$ cat src/rtl/uart_rx_bins.sv
// UART receiver: 8 data bits, LSB first, optional odd/even parity, one stop bit.
// Each bit is sampled at mid-bit; a low stop bit parks the receiver in BREAK until the line returns high.
module uart_rx_bins #(
    parameter int         CLOCK_FREQUENCY = 50_000_000,
    parameter int         BAUD_RATE       = 115200,
    parameter logic [1:0] PARITY          = 2'b01
) (
    input  logic       clockIN,
    input  logic       nRxResetIN,
    input  logic       rxIN,
    output logic [7:0] rxDataOUT,
    output logic       rxValidOUT,
    output logic       rxParityErrOUT,
    output logic       rxFrameErrOUT,
    output logic       rxIdleOUT
);

    localparam int BIT_CLKS  = CLOCK_FREQUENCY / BAUD_RATE;
    localparam int HALF_CLKS = BIT_CLKS / 2;
    localparam int CW        = (BIT_CLKS > 2) ? $clog2(BIT_CLKS) : 1;

    localparam logic [CW-1:0] BIT_LOAD  = CW'(BIT_CLKS - 1);
    localparam logic [CW-1:0] HALF_LOAD = CW'(HALF_CLKS - 1);
    localparam bit            PAR_EN    = (PARITY == 2'b01) || (PARITY == 2'b10);
    localparam bit            PAR_ODD   = (PARITY == 2'b01);

    typedef enum logic [2:0] {
        ST_IDLE,
        ST_START,
        ST_DATA,
        ST_PARITY,
        ST_STOP,
        ST_BREAK
    } state_t;

    state_t      state_q, state_d;
    logic [CW-1:0] cnt_q, cnt_d;
    logic [2:0]  bit_cnt_q, bit_cnt_d;
    logic [7:0]  shift_q, shift_d;
    logic        par_err_q, par_err_d;
    logic [7:0]  data_q, data_d;
    logic        valid_q, valid_d;
    logic        perr_q, perr_d;
    logic        ferr_q, ferr_d;

    logic        rx_meta_q, rx_s_q, rx_prev_q;

    // rx_prev_q trails the synchronized line by one cycle for falling-edge detection.
    always_ff @(posedge clockIN or negedge nRxResetIN) begin
        if (!nRxResetIN) begin
            rx_meta_q <= 1'b1;
            rx_s_q    <= 1'b1;
            rx_prev_q <= 1'b1;
        end else begin
            rx_meta_q <= rxIN;
            rx_s_q    <= rx_meta_q;
            rx_prev_q <= rx_s_q;
        end
    end

    always_ff @(posedge clockIN or negedge nRxResetIN) begin
        if (!nRxResetIN) begin
            state_q   <= ST_IDLE;
            cnt_q     <= '0;
            bit_cnt_q <= '0;
            shift_q   <= '0;
            par_err_q <= 1'b0;
            data_q    <= 8'h00;
            valid_q   <= 1'b0;
            perr_q    <= 1'b0;
            ferr_q    <= 1'b0;
        end else begin
            state_q   <= state_d;
            cnt_q     <= cnt_d;
            bit_cnt_q <= bit_cnt_d;
            shift_q   <= shift_d;
            par_err_q <= par_err_d;
            data_q    <= data_d;
            valid_q   <= valid_d;
            perr_q    <= perr_d;
            ferr_q    <= ferr_d;
        end
    end

    always_comb begin
        state_d   = state_q;
        cnt_d     = cnt_q;
        bit_cnt_d = bit_cnt_q;
        shift_d   = shift_q;
        par_err_d = par_err_q;
        data_d    = data_q;
        valid_d   = 1'b0;
        perr_d    = perr_q;
        ferr_d    = ferr_q;

        case (state_q)
            ST_IDLE: begin
                if (rx_prev_q && !rx_s_q) begin
                    cnt_d   = HALF_LOAD;
                    state_d = ST_START;
                end
            end
            ST_START: begin
                if (cnt_q != '0) begin
                    cnt_d = cnt_q - 1'b1;
                end else if (!rx_s_q) begin
                    cnt_d     = BIT_LOAD;
                    bit_cnt_d = 3'd0;
                    par_err_d = 1'b0;
                    state_d   = ST_DATA;
                end else begin
                    state_d = ST_IDLE;
                end
            end
            ST_DATA: begin
                if (cnt_q != '0) begin
                    cnt_d = cnt_q - 1'b1;
                end else begin
                    shift_d   = {rx_s_q, shift_q[7:1]};
                    cnt_d     = BIT_LOAD;
                    bit_cnt_d = bit_cnt_q + 3'd1;
                    if (bit_cnt_q == 3'd7) begin
                        state_d = PAR_EN ? ST_PARITY : ST_STOP;
                    end
                end
            end
            ST_PARITY: begin
                if (cnt_q != '0) begin
                    cnt_d = cnt_q - 1'b1;
                end else begin
                    // Odd wants a total XOR of 1, even wants 0.
                    if ((^shift_q ^ rx_s_q) != PAR_ODD) begin
                        par_err_d = 1'b1;
                    end
                    cnt_d   = BIT_LOAD;
                    state_d = ST_STOP;
                end
            end
            ST_STOP: begin
                if (cnt_q != '0) begin
                    cnt_d = cnt_q - 1'b1;
                end else begin
                    data_d  = shift_q;
                    perr_d  = par_err_q;
                    ferr_d  = !rx_s_q;
                    valid_d = 1'b1;
                    state_d = rx_s_q ? ST_IDLE : ST_BREAK;
                end
            end
            ST_BREAK: begin
                if (rx_s_q) begin
                    state_d = ST_IDLE;
                end
            end
            default: begin
                state_d = ST_IDLE;
            end
        endcase
    end

    assign rxDataOUT      = data_q;
    assign rxValidOUT     = valid_q;
    assign rxParityErrOUT = perr_q;
    assign rxFrameErrOUT  = ferr_q;
    assign rxIdleOUT      = (state_q == ST_IDLE);

endmodule
$ cat config.mk
export PLATFORM = sky130hd
export DESIGN_NAME = uart_rx_bins
export DESIGN_NICKNAME = d
export VERILOG_FILES = /design/src/rtl/uart_rx_bins.sv
export SDC_FILE = /design/constraint.sdc
export NUM_CORES = 1
export LEC_CHECK = 0
export ABC_AREA = 1
export BUFFER_PORTS_ARGS = -buffer_cell sky130_fd_sc_hd__buf_2
export CAP_MARGIN = 20
export CORE_ASPECT_RATIO = 1.2
export CORE_UTILIZATION = 30
export CTS_CLUSTER_SIZE = 10
export DETAILED_ROUTE_END_ITERATION = 8
export GPL_ROUTABILITY_DRIVEN = 0
export PLACE_DENSITY = 0.46
export SYNTH_ARGS = -nofsm -noshare
export SYNTH_HDL_FRONTEND = slang
export SYNTH_SLANG_ARGS = --single-unit
$ cat constraint.sdc
create_clock -name clockIN -period 2.36 [get_ports clockIN]
set_input_delay 0 -clock clockIN [delete_from_list [all_inputs] [get_ports clockIN]]
set_output_delay 0 -clock clockIN [all_outputs]
set_load 0.1 [all_outputs]
=== Word level (Yosys, flattened, before mapping) ===
Cells that the tools add are included.

* Bits in latches: 0
* Flip-flop bits (word level): 38
* RAM bits: 0
* Memories: 0
* Bits in read-only memories: 0

* Add/subtract/negate cells: 2
* Reductions and logical operators: 15
* Muxes and demuxes: 27
* Bitwise operators: 2
* Div/mod/pow operators: 0
* Equal/unequal tests: 17
* Magnitude comparators: 0
* Shifts and indexed selects: 0
* $mul: 0

{| class="wikitable"
|+ Operator list
! kind !! count
|-
| two-way mux 9 bit || 5
|-
| case mux 9 bit (4 select lines) || 1
|-
| two-way mux 3 bit || 11
|-
| inequality test 2 bit, second input constant || 9
|-
| case mux 3 bit (6 select lines) || 1
|-
| equality test 3 bit, second input constant || 3
|-
| nonzero test 9 bit || 1
|-
| subtractor 9 x 1 -> 9 bit, second input constant || 1
|-
| AND reduction 4 bit || 2
|-
| XOR reduction 8 bit || 1
|-
| AND reduction 7 bit || 1
|-
| equality test 3 x 2 -> 1 bit, second input constant || 2
|-
| two-way mux 1 bit || 6
|-
| case mux 3 bit (2 select lines) || 1
|-
| AND reduction 5 bit || 1
|-
| AND reduction 2 bit || 2
|-
| nonzero test 2 bit || 2
|-
| nonzero test 4 bit || 1
|-
| adder 3 x 1 -> 3 bit, second input constant || 1
|-
| equality test 3 x 1 -> 1 bit, second input constant || 1
|-
| logical NOT 3 bit || 1
|-
| inequality test 3 bit, second input constant || 1
|-
| two-way mux 2 bit || 1
|-
| inequality test 2 x 1 -> 1 bit, second input constant || 1
|-
| other kinds (6) || 6
|}

=== Logic depth before layout (Yosys ltp) ===
* Depth in word-level cells: 5
* Depth in mapped cells: 11
* Mapped depth without buffers: 11

=== Least setup slack after synthesis ===
OpenSTA, ideal clock, no wires.

* Kind: reg-to-reg
* From: reg state_q[0]
* To: reg cnt_q[2]
* Arrival time: 2.542 ns
* Setup time: 0.118 ns
* Stages on the path, launching flop included: 12
* Slack: -0.300 ns
* Cell sequence: dfrtp_1 -> inv_1 -> nand2_1 -> nor2_1 -> nand2_1 -> o21ai_0 -> inv_1 -> nand2_1 -> nor2_2 -> buf_6 -> nand2_1 -> o21ai_2

{| class="wikitable"
|+ RTL lines
! item !! RTL line !! source
|-
| start, declared || 36 || <nowiki>state_t state_q, state_d;</nowiki>
|-
| start signal, assigned || 73 || <nowiki>state_q <= state_d;</nowiki>
|-
| logical NOT 3 bit (*) || n/a ||
|-
| named net rxIdleOUT || 15 || <nowiki>output logic rxIdleOUT</nowiki>
|-
| nonzero test 4 bit (no line) or inequality test 2 x 1 -> 1 bit (tied branches) || n/a ||
|-
| AND reduction 4 bit (no line) || n/a ||
|-
| end signal, assigned || 74 || <nowiki>cnt_q <= cnt_d;</nowiki>
|-
| end, declared || 37 || <nowiki>logic [CW-1:0] cnt_q, cnt_d;</nowiki>
|}

The timed path passes the listed nets; every way through them passes the cells marked *.
A chain may end at the register's enable or synchronous reset.

=== Worst setup path after layout ===
* From: reg cnt_q[0]
* To: reg cnt_q[5]

* Cells in the longest elaborated chain, start to end: 3

{| class="wikitable"
|+ Ends and longest elaborated chain
! item !! RTL line !! source
|-
| subtractor 9 x 1 -> 9 bit or nonzero test 9 bit (tied branches) || n/a ||
|-
| two-way mux 9 bit, or another cell as far along || 140 || <nowiki>if (cnt_q != '0) begin</nowiki>
|-
| case mux 9 bit (4 select lines) or AND reduction 4 bit (tied branches) || n/a ||
|}

Several ways; a longest one is shown, not always the timed one. The select of a mux whose other input is x is not followed.

==> results.md <==
- Max cap viols: 0
- Vias in the first global route: between 1500 and 2000
- # fillers: between 600 and 700
- Worst-path clk slew: about 80 ps
- Die height: 89.9 µm
- Cell count after synthesis: 245
- Worst Hold Depth: 2
- Initial antenna violation count: 0
- Antenna viol nets, final: 0
- CTS Sinks: 38
- TritonCTS buffer count: 5
- Total wire length: around 4000 µm
- Port bufs: 14
- Initial core utilization: 0.315
- Post-DP HPWL: roughly 2900 µm
- Slew Limit Fails: 0
- Synth-to-layout area growth: 14.2%
- Leading cell type in the layout, fill and taps excluded: nand2_1
- Ys Warns: 0
- Required @ worst endpoint: approximately 2600 ps
- Via density: about 4.5
- DRC viols: 0
- EDFF count, synth: 0
- Synth unique cells: 26
- I/O pins: 15
- CTS tree: yes
- Final period util: 0.810
- Core area: between 6000 and 7000 µm²
- Worst skew pair latency: approximately 290 ps
- Final clock skew: about 8.6 ps
- Worst Hold End: rx_meta_q$_DFF_PN1_
- R2R Path Start: cnt_q[0]$_DFFE_PN0P_
- Final setup TNS: 0 ps
- Clk buf depth: 2
- # setup viols final: 0
- Dominant cell type by area after synthesis: dfrtp_1
- Leak: 0.00112 µW
- Syn avg cell area: about 7.9 µm²
- Post-Syn Nets: ~250
- Fraction of layout instances using a drive strength above 1: 0.165
- CP Capture Type: flip-flop
- Worst EP arrival: roughly 2100 ps
- Largest net degree at the start of global routing: 39
- Final min period: about 1900 ps
- Pwr Density: around 1000 nW/µm²
- Fin. Hold Viols: 0
- First-pass DRT Iterations: 4
- Synth top area share: 0.453
- Async set or reset register ratio after synthesis: 1.00
- Worst setup SP type: flip-flop
- Iter 0 DRT Violations: between 70 and 80
- Sequential area share after synthesis: 0.494
- Ys flop type: dfrtp_1
- Gr busiest metal: met2
- Slew Limit Headroom: 0.410
- Synth top area cells: dfrtp_1 (45%), nand2_1 (16%), inv_1 (6.0%)
- PnR worst setup slack: ~450 ps
- M3 GR Usage: 0.0336
- Kind of critical path: reg2reg
- CTS H-Tree Depth: 2
- # rows: 31
- Met2 usage: 0.218
- Wire per inst: 11.5 µm
- RSZ-0062 raised after global routing: no
- Post-CTS setup buffer count: 0
- ANT cells: 0
- Fmax: approximately 520 MHz
- Max IR drop VDD: approximately 0.27 mV
- Hold path start: rxIN
- Die area: 6770 µm²
- # nets final: ~270
- Post-Syn Area: roughly 1900 µm²
- Hold crit path type: in2reg
- R2R cell count: 10
- Post-place setup slack: roughly 450 ps
- R2R Path End: cnt_q[5]$_DFFE_PN0P_
- First-pass GRT wire length: a little under 7000 µm
- Most frequent cells in the layout: nand2_1 (83), dfrtp_1 (35), inv_1 (31)
- Status: finished, final reports clean
- Critical Path Fanout Max: 9
- GR Util met1: 0.170
- Reg2reg setup slack: 450 ps
- Via count: between 1500 and 2000
- Worst-Margin Slew: around 900 ps
- Root Driver: clkbuf_8
- Post-layout util: 0.360
- Total gr overflow: 0
- Die outline width: roughly 75 µm
- Number of synthesized register bits: 38
- Gr usage total: 0.134
- CTS-repair resized insts: 0
[cells in the mapped netlist, types with 5 or more instances]
library cell / count
a21oi_1: 5
dfrtp_1: 35
inv_1: 31
nand2_1: 83
nand3_1: 11
nor2_1: 14
o21ai_0: 21
o21ai_1: 7
o21ai_2: 5
[critical path, cell delays in order, from the launching register on]
cell and delay, ps:
dfrtp_1 390, inv_1 90, ha_1 220, nand4_2 170, nor3_4 330, nand2_1 120
nand2_1 90, nor2_2 80, buf_4 180, nand2_1 80, o21ai_2 50
[report_power, final]
group          internal [µW]  total (µW)  switching, µW  leakage [µW]
registers                745         825           80.4      0.000500
logic                    281         886            604      0.000572
clock network            236         463            228     0.0000482
[cell type report]
| type | instances | area, µm² | share of cell area |
|---|---|---|---|
| timing repair buffer | 18 | 105 | 0.0476 |
| clock inverter | 1 | 5.00 | 0.00227 |
| tap | 82 | 103 | 0.0465 |
| clock buffer | 7 | 86.3 | 0.0391 |
| sequential | 38 | 955 | 0.432 |
| inverter | 34 | 128 | 0.0578 |
| multi-input combinational | 169 | 827 | 0.375 |
[sequential cells by signal (all words and copies together) (netlist names)]
register / count
rxParityErrOUT: 1
cnt_q: 9
rxValidOUT: 1
rx_s_q: 1
rx_meta_q: 1
par_err_q: 1
state_q: 3
shift_q: 8
bit_cnt_q: 3
rxFrameErrOUT: 1
rxDataOUT: 8
rx_prev_q: 1
[stage by stage]
| stage | cell area [µm²] | total power (µW) | cells | hold WS, ps |
|---|---|---|---|---|
| 3_5_place_dp | 2100 | 1730 | 339 | 106 |
| 3_3_place_gp | 2100 | 1730 | 339 | 106 |
| 6_report | 2210 | 2170 | 349 | 358 |
| 2_1_floorplan | 1940 | 1550 | 245 | -296 |
| 5_1_grt | 2210 | 2360 | 349 | 340 |
| 4_1_cts | 2210 | 2200 | 349 | 342 |
[timing repair]
action | 4_1_cts | 5_1_grt
setup endpoints to repair | 0 | 0
hold buffers | 2 | 0
hold endpoints to repair | 36 | 0
[cells by family after synthesis]
logic type	synth area share
buf+inv	0.0796
compound gates	0.130
xor+xnor	0.0136
fa+ha+maj	0.0194
simple gates	0.263
flops	0.494
[worst max path at each step]
stage / start / to / slack [ps]
after floorplan: state_q[0]$_DFFE_PN0P_ / cnt_q[2]$_DFFE_PN0P_ / 200
after global placement: cnt_q[0]$_DFFE_PN0P_ / cnt_q[3]$_DFFE_PN0P_ / 490
after detailed placement: cnt_q[0]$_DFFE_PN0P_ / cnt_q[5]$_DFFE_PN0P_ / 450
after CTS: cnt_q[0]$_DFFE_PN0P_ / cnt_q[5]$_DFFE_PN0P_ / 440
after global routing: cnt_q[0]$_DFFE_PN0P_ / cnt_q[4]$_DFFE_PN0P_ / 270
final: cnt_q[0]$_DFFE_PN0P_ / cnt_q[5]$_DFFE_PN0P_ / 450
[layer usage]
metal  up-vias  wire length, µm
li1        820                -
met1       736             1880
met2        14             1990
met3         5               78
met4         0               59
met5         -                0
Note: power is estimated with default switching activity, not from simulation.
